--- src/rtl/intt_gs_butterfly.sv ---
// Inverse-NTT Gentleman-Sande butterfly modulo p = 2^33 - 2^20 + 1.
// Five-stage pipeline with a single global stall derived from the output handshake.
module intt_gs_butterfly (
    input  logic        clk,
    input  logic        reset,
    input  logic        en,
    input  logic [32:0] xin,
    input  logic [32:0] yin,
    input  logic [32:0] win,
    input  logic        half,
    output logic        in_ready,
    input  logic        out_ready,
    output logic [32:0] xout,
    output logic [32:0] yout,
    output logic        valid
);
    localparam int         W   = 33;
    localparam logic [W-1:0] P   = 33'h1_FFF0_0001;
    localparam logic [W:0]   P_X = {1'b0, P};

    // Multiply by 2^-1 mod p: odd residues become even once p is added.
    function automatic logic [W-1:0] halve(input logic [W-1:0] a);
        return a[0] ? W'(({1'b0, a} + P_X) >> 1) : (a >> 1);
    endfunction

    logic stall;

    logic           v1_q, h1_q;
    logic [W-1:0]   s1_q, s1_d, d1_q, d1_d, w1_q;
    logic [W:0]     sum_c;

    logic           v2_q, h2_q;
    logic [2*W-1:0] z2_q, z2_d;
    logic [W-1:0]   s2_q;

    logic           v3_q, h3_q;
    logic [53:0]    t3_q, t3_d;
    logic [W-1:0]   s3_q;

    logic           v4_q, h4_q;
    logic [41:0]    u4_c;
    logic [W:0]     f4_q, f4_d;
    logic [W-1:0]   s4_q;

    logic [W-1:0]   r5_c;
    logic [W-1:0]   xout_q, xout_d, yout_q, yout_d;
    logic           valid_q;

    assign stall    = valid_q && !out_ready;
    assign in_ready = !stall;
    assign xout     = xout_q;
    assign yout     = yout_q;
    assign valid    = valid_q;

    // S1: modular sum and difference, each needing at most one correction.
    assign sum_c = {1'b0, xin} + {1'b0, yin};
    assign s1_d  = (sum_c >= P_X) ? W'(sum_c - P_X) : W'(sum_c);
    assign d1_d  = (xin < yin) ? W'({1'b0, xin} + P_X - {1'b0, yin}) : (xin - yin);

    assign z2_d = (2*W)'(d1_q) * (2*W)'(w1_q);

    // Folds use 2^33 == 2^20 - 1 (mod p); each shrinks the operand without going negative.
    assign t3_d = 54'(z2_q[W-1:0]) + 54'({z2_q[2*W-1:W], 20'd0}) - 54'(z2_q[2*W-1:W]);
    assign u4_c = 42'(t3_q[W-1:0]) + 42'({t3_q[53:W], 20'd0}) - 42'(t3_q[53:W]);
    assign f4_d = 34'(u4_c[W-1:0]) + 34'({u4_c[41:W], 20'd0}) - 34'(u4_c[41:W]);

    assign r5_c = (f4_q >= P_X) ? W'(f4_q - P_X) : W'(f4_q);

    always_comb begin
        // NOTE: defaults first, then overrides, so no path through the block can infer a latch.
        xout_d = s4_q;
        yout_d = r5_c;
        if (h4_q) begin
            xout_d = halve(s4_q);
            yout_d = halve(r5_c);
        end
    end

    // NOTE: sequential state uses non-blocking assignments so every stage samples pre-edge values.
    always_ff @(posedge clk or negedge reset) begin
        if (!reset) begin
            // NOTE: data registers are reset too; it keeps outputs at 0 and costs little at this depth.
            v1_q    <= 1'b0;
            h1_q    <= 1'b0;
            s1_q    <= '0;
            d1_q    <= '0;
            w1_q    <= '0;
            v2_q    <= 1'b0;
            h2_q    <= 1'b0;
            z2_q    <= '0;
            s2_q    <= '0;
            v3_q    <= 1'b0;
            h3_q    <= 1'b0;
            t3_q    <= '0;
            s3_q    <= '0;
            v4_q    <= 1'b0;
            h4_q    <= 1'b0;
            f4_q    <= '0;
            s4_q    <= '0;
            xout_q  <= '0;
            yout_q  <= '0;
            valid_q <= 1'b0;
        end else if (!stall) begin
            v1_q    <= en;
            h1_q    <= half;
            s1_q    <= s1_d;
            d1_q    <= d1_d;
            w1_q    <= win;
            v2_q    <= v1_q;
            h2_q    <= h1_q;
            z2_q    <= z2_d;
            s2_q    <= s1_q;
            v3_q    <= v2_q;
            h3_q    <= h2_q;
            t3_q    <= t3_d;
            s3_q    <= s2_q;
            v4_q    <= v3_q;
            h4_q    <= h3_q;
            f4_q    <= f4_d;
            s4_q    <= s3_q;
            xout_q  <= xout_d;
            yout_q  <= yout_d;
            valid_q <= v4_q;
        end
    end
endmodule

--- config.mk ---
export PLATFORM = sky130hd
export DESIGN_NAME = intt_gs_butterfly
export DESIGN_NICKNAME = d
export VERILOG_FILES = /design/src/rtl/intt_gs_butterfly.sv
export SDC_FILE = /design/constraint.sdc
export NUM_CORES = 2
export LEC_CHECK = 0
export BUFFER_PORTS_ARGS = -buffer_cell sky130_fd_sc_hd__buf_2
export CAP_MARGIN = 40
export CORE_UTILIZATION = 30
export CTS_CLUSTER_DIAMETER = 50
export CTS_CLUSTER_SIZE = 20
export DETAILED_ROUTE_END_ITERATION = 10
export PLACE_DENSITY = 0.43
export SYNTH_ARGS = -nofsm -noshare
export SYNTH_HDL_FRONTEND = slang
export SYNTH_SLANG_ARGS = --single-unit
--- constraint.sdc ---
create_clock -name clk -period 10.65 [get_ports clk]
set_input_delay 0 -clock clk [delete_from_list [all_inputs] [get_ports clk]]
set_output_delay 0 -clock clk [all_outputs]
set_load 0.005 [all_outputs]
==> results.md <==
- At the pin with the least slew margin, the transition time is 0.9502 ns.
- The critical path is of the reg2reg type.
- The DRC marker count from the first detailed-route iteration is about 3200.
- The via count of the first global-routing pass is roughly 60000.
- The initial standard-cell utilization of the core is 0.3029.
- The flow ran to the end, and the final reports show no timing, DRC or antenna violations.
- Buffers inserted during clock tree synthesis total 79.
- By area the synthesized netlist is led by fa_1 29%, dfrtp_1 15%, ha_1 10%.
- The largest fanout of any net on the critical path is 25.
- The minimum period implied by the final worst setup slack is 9.188 ns.
- The die width is 482.0 um.
- The routed layout has 55677 vias.
- Counting flops with an async set or reset pin after synthesis yields a share of 1.000.
- The fraction of layout instances using a drive strength above 1 is 0.06458.
- Summed over all failing endpoints, the final setup total negative slack is 0 ns.
- Across every metal layer, demand over resource in global routing totals 0.2031.
- The clock-pin slew on the worst setup and hold paths is 0.07 ns.
- The share of synthesized area in the top cell type comes to 0.2885.
- Synthesis produced 8221 cells.
- Static timing analysis puts the maximum clock frequency at 108.8 MHz.
- The clock reaches the later pin of the worst-skew pair after 0.72 ns.
- The startpoint identified for the worst register-to-register timing path is w1_q[7].
- Of all cell types, the one taking the most synthesized area is fa_1.
- The type of origin of the critical path is a flop.
- Headroom to the max-slew limit came out at 0.3636.
- The most common cell after layout, fill and taps aside is inv_1.
- The post-synthesis sequential area ratio is 0.1546.
- The core region area is 228200 um2.
- The hold violation count in the final report is 0.
- In the routed design, unresolved DRC markers number 0.
- The Yosys step of the flow raised 0 warnings.
- The synthesized design contains 0 enable-type register cells.
- The length of the first detailed-routing pass in iterations is 5.
- Setup repair after global routing left no endpoint under its margin.
- The count of cell types in the netlist is around 110.
- The number of flip-flops in the largest register is 66.
- The most flop-heavy register is z2_q.
- Compared with the post-synthesis result, the final layout area differs by 11.38%.
- The die footprint is 232300 um2.
- Counting along the longest clock path gives a buffer depth of 3.
- The mean cell area of the mapped netlist is 8.407 um2.
- The number of max-slew violations in the final report came to 0.
- The reported max-cap violation count is 0.
- The floorplan has 175 rows.
- Buffers inserted to repair hold after CTS numbered 43.
- The class of the tightest hold or removal check is in2reg.
- Port buffering added 171 buffers.
- The number of primary I/O pins is 172.
- The final estimated routing congestion in global placement is slightly below 0.9.
- The number of nets in the finished design is slightly below 10000.
- The sum of overflow across all layers after global routing is 0.
- The share of the clock period used by the worst path is 0.8628.
- The library cells used most frequently in the layout, excluding fill and tap cells, are 1383 x inv_1, 1321 x nand2_1, 996 x fa_1, 578 x and2_1, 576 x ha_1.
- When the netlist entered floorplanning its net count stood at 9897.
- The count of fill cells added during filler insertion is 24110.
- The largest registers in the layout are z2_q (66), t3_q (54), f4_q (34).
- The clock net in this run drives a total of 427 sinks.
- The category of the worst setup path capture point is a flop.
- The via density per instance is between 4 and 5.
- The clock tree from TritonCTS is built.
- The area of the mapped netlist is 69120 um2.
- The pin count of the biggest net entering global routing is 168.
- The height of the die is 482.0 um.
- Wires add up to 232500 um.
- Dividing the detail-routed wire length by the instance count gives 20.52 um.
- The number of setup violations in the final report is 0.
- The count of nets left with antenna violations once routing finished came out at 0.
- The start point of the critical path is w1_q[7].
- The level count of the clock H-tree is 3.
- The synthesized design contains about 430 register bits.
- The first-pass GRT wire length is 361400 um.
- In the final layout, flip-flops and latches occupy 10700 um2.
- The clock arrives with 0.05830 ns of skew.
- At the worst endpoint, the required time is 11.21 ns.
- In the final layout, the multi-input gates occupy 51670 um2.
- The post-cts resize count is 0.
- Post-CTS timing repair inserted 0 buffers for setup.
- The number of antenna violations at the first check in global routing was 11.
- The clock root buffer master is clkbuf_16.
- The most used flip-flop cell after synthesis is dfrtp_1.
- The beginning of the worst hold path is win[1].
- At the worst endpoint, the arrival time is 9.75 ns.
- The sum of net half-perimeters after detailed placement is 188000 um.
-- worst max-delay path: stages (launching register included) --
cell       delay [ns]
dfrtp_1          0.94
buf_4            0.32
and2_1           0.17
fa_1             0.44
fa_1             0.49
fa_1             0.51
inv_1            0.05
fa_1             0.48
inv_1            0.06
fa_1             0.48
fa_1             0.51
fa_1             0.49
inv_1            0.06
fa_1             0.52
inv_1            0.05
ha_1             0.37
a21o_1           0.22
o21bai_1         0.17
a221oi_1         0.35
o21bai_1         0.11
a211oi_1         0.67
o211ai_1         0.36
a2111oi_0        0.47
nor3_1           0.16
a221oi_1         0.33
xnor2_1          0.15
o21ai_0          0.09
-- path summary, 6_finish.rpt --
check | slack, ns | to | cells past startpoint
max reg2reg | 1.46 | z2_q[65] | 26
min in group asynchronous | 0.31 | s1_q[14] | 3
max | 1.46 | z2_q[65] | 26
min reg2reg | 0.44 | s2_q[2] | 2
min | 0.05 | w1_q[1] | 4
max in group asynchronous | 8.35 | w1_q[11] | 5
-- cell usage after synthesis, drive strengths merged (43+ instances only) --
| master | count |
|---|---|
| nand3 | 104 |
| fa | 996 |
| o21ai | 275 |
| nor2 | 371 |
| a31oi | 53 |
| nand4 | 49 |
| o21bai | 52 |
| xor2 | 106 |
| a211oi | 57 |
| nand2b | 43 |
| clkbuf | 377 |
| and2 | 579 |
| inv | 1385 |
| a21o | 128 |
| dfrtp | 427 |
| a21oi | 418 |
| ha | 576 |
| nor2b | 44 |
| nand2 | 1321 |
| xnor2 | 191 |
| o31ai | 58 |
| nor3 | 91 |
-- cell families (layout without fill, tap and decap cells) --
kind of cell,count (synthesis),in the layout,share of synthesized area
AO/OA/AOI/OAI,1298,1298,0.1200
XOR/XNOR,297,297,0.03764
adder cells (fa/ha/maj),1572,1572,0.3928
buffers and inverters,1794,1888,0.09792
flip-flops,427,427,0.1546
multiplexers,36,36,0.005359
other,0,9,0
AND/OR/NAND/NOR,2797,2797,0.1917
-- area by class of cell --
| class | instances | share of cell area |
|---|---|---|
| Antenna cell | 9 | 0.0002926 |
| Clock buffer | 89 | 0.02695 |
| Clock inverter | 59 | 0.01217 |
| Inverter | 1387 | 0.06773 |
| Multi-Input combinational cell | 6000 | 0.6712 |
| Sequential cell | 427 | 0.1390 |
| Tap cell | 3009 | 0.04891 |
| Timing Repair Buffer | 353 | 0.03376 |
-- metrics by stage --
| step | utilization | worst slack, ns | hold slack (ns) | cell area, um2 | cells |
|---|---|---|---|---|---|
| final | 0.3374 | 1.462 | 0.04865 | 76980 | 11333 |
| after global routing | 0.3373 | 0.8500 | 0.04305 | 76960 | 11325 |
| after CTS | 0.3373 | 1.433 | 0.0009083 | 76960 | 11324 |
| after detailed placement | 0.3221 | 1.448 | 0.1795 | 73500 | 11133 |
| after global placement | 0.3208 | 1.426 | 0.1783 | 73180 | 11115 |
| after floorplan | - | 2.983 | -0.2956 | 69120 | 8221 |
-- metal layers --
layer / track usage / part of all wire / vias to the layer above
met5: 0 / 0.000090 / -
met4: 0.05041 / 0.025 / 4
met3: 0.01722 / 0.033 / 226
met2: 0.3407 / 0.48 / 1032
met1: 0.2811 / 0.46 / 28350
li1: - / - / 26065
Power is left out: the tool's default activity adds up to more than one toggle a clock period on the data nets, which glitch-free logic cannot reach.
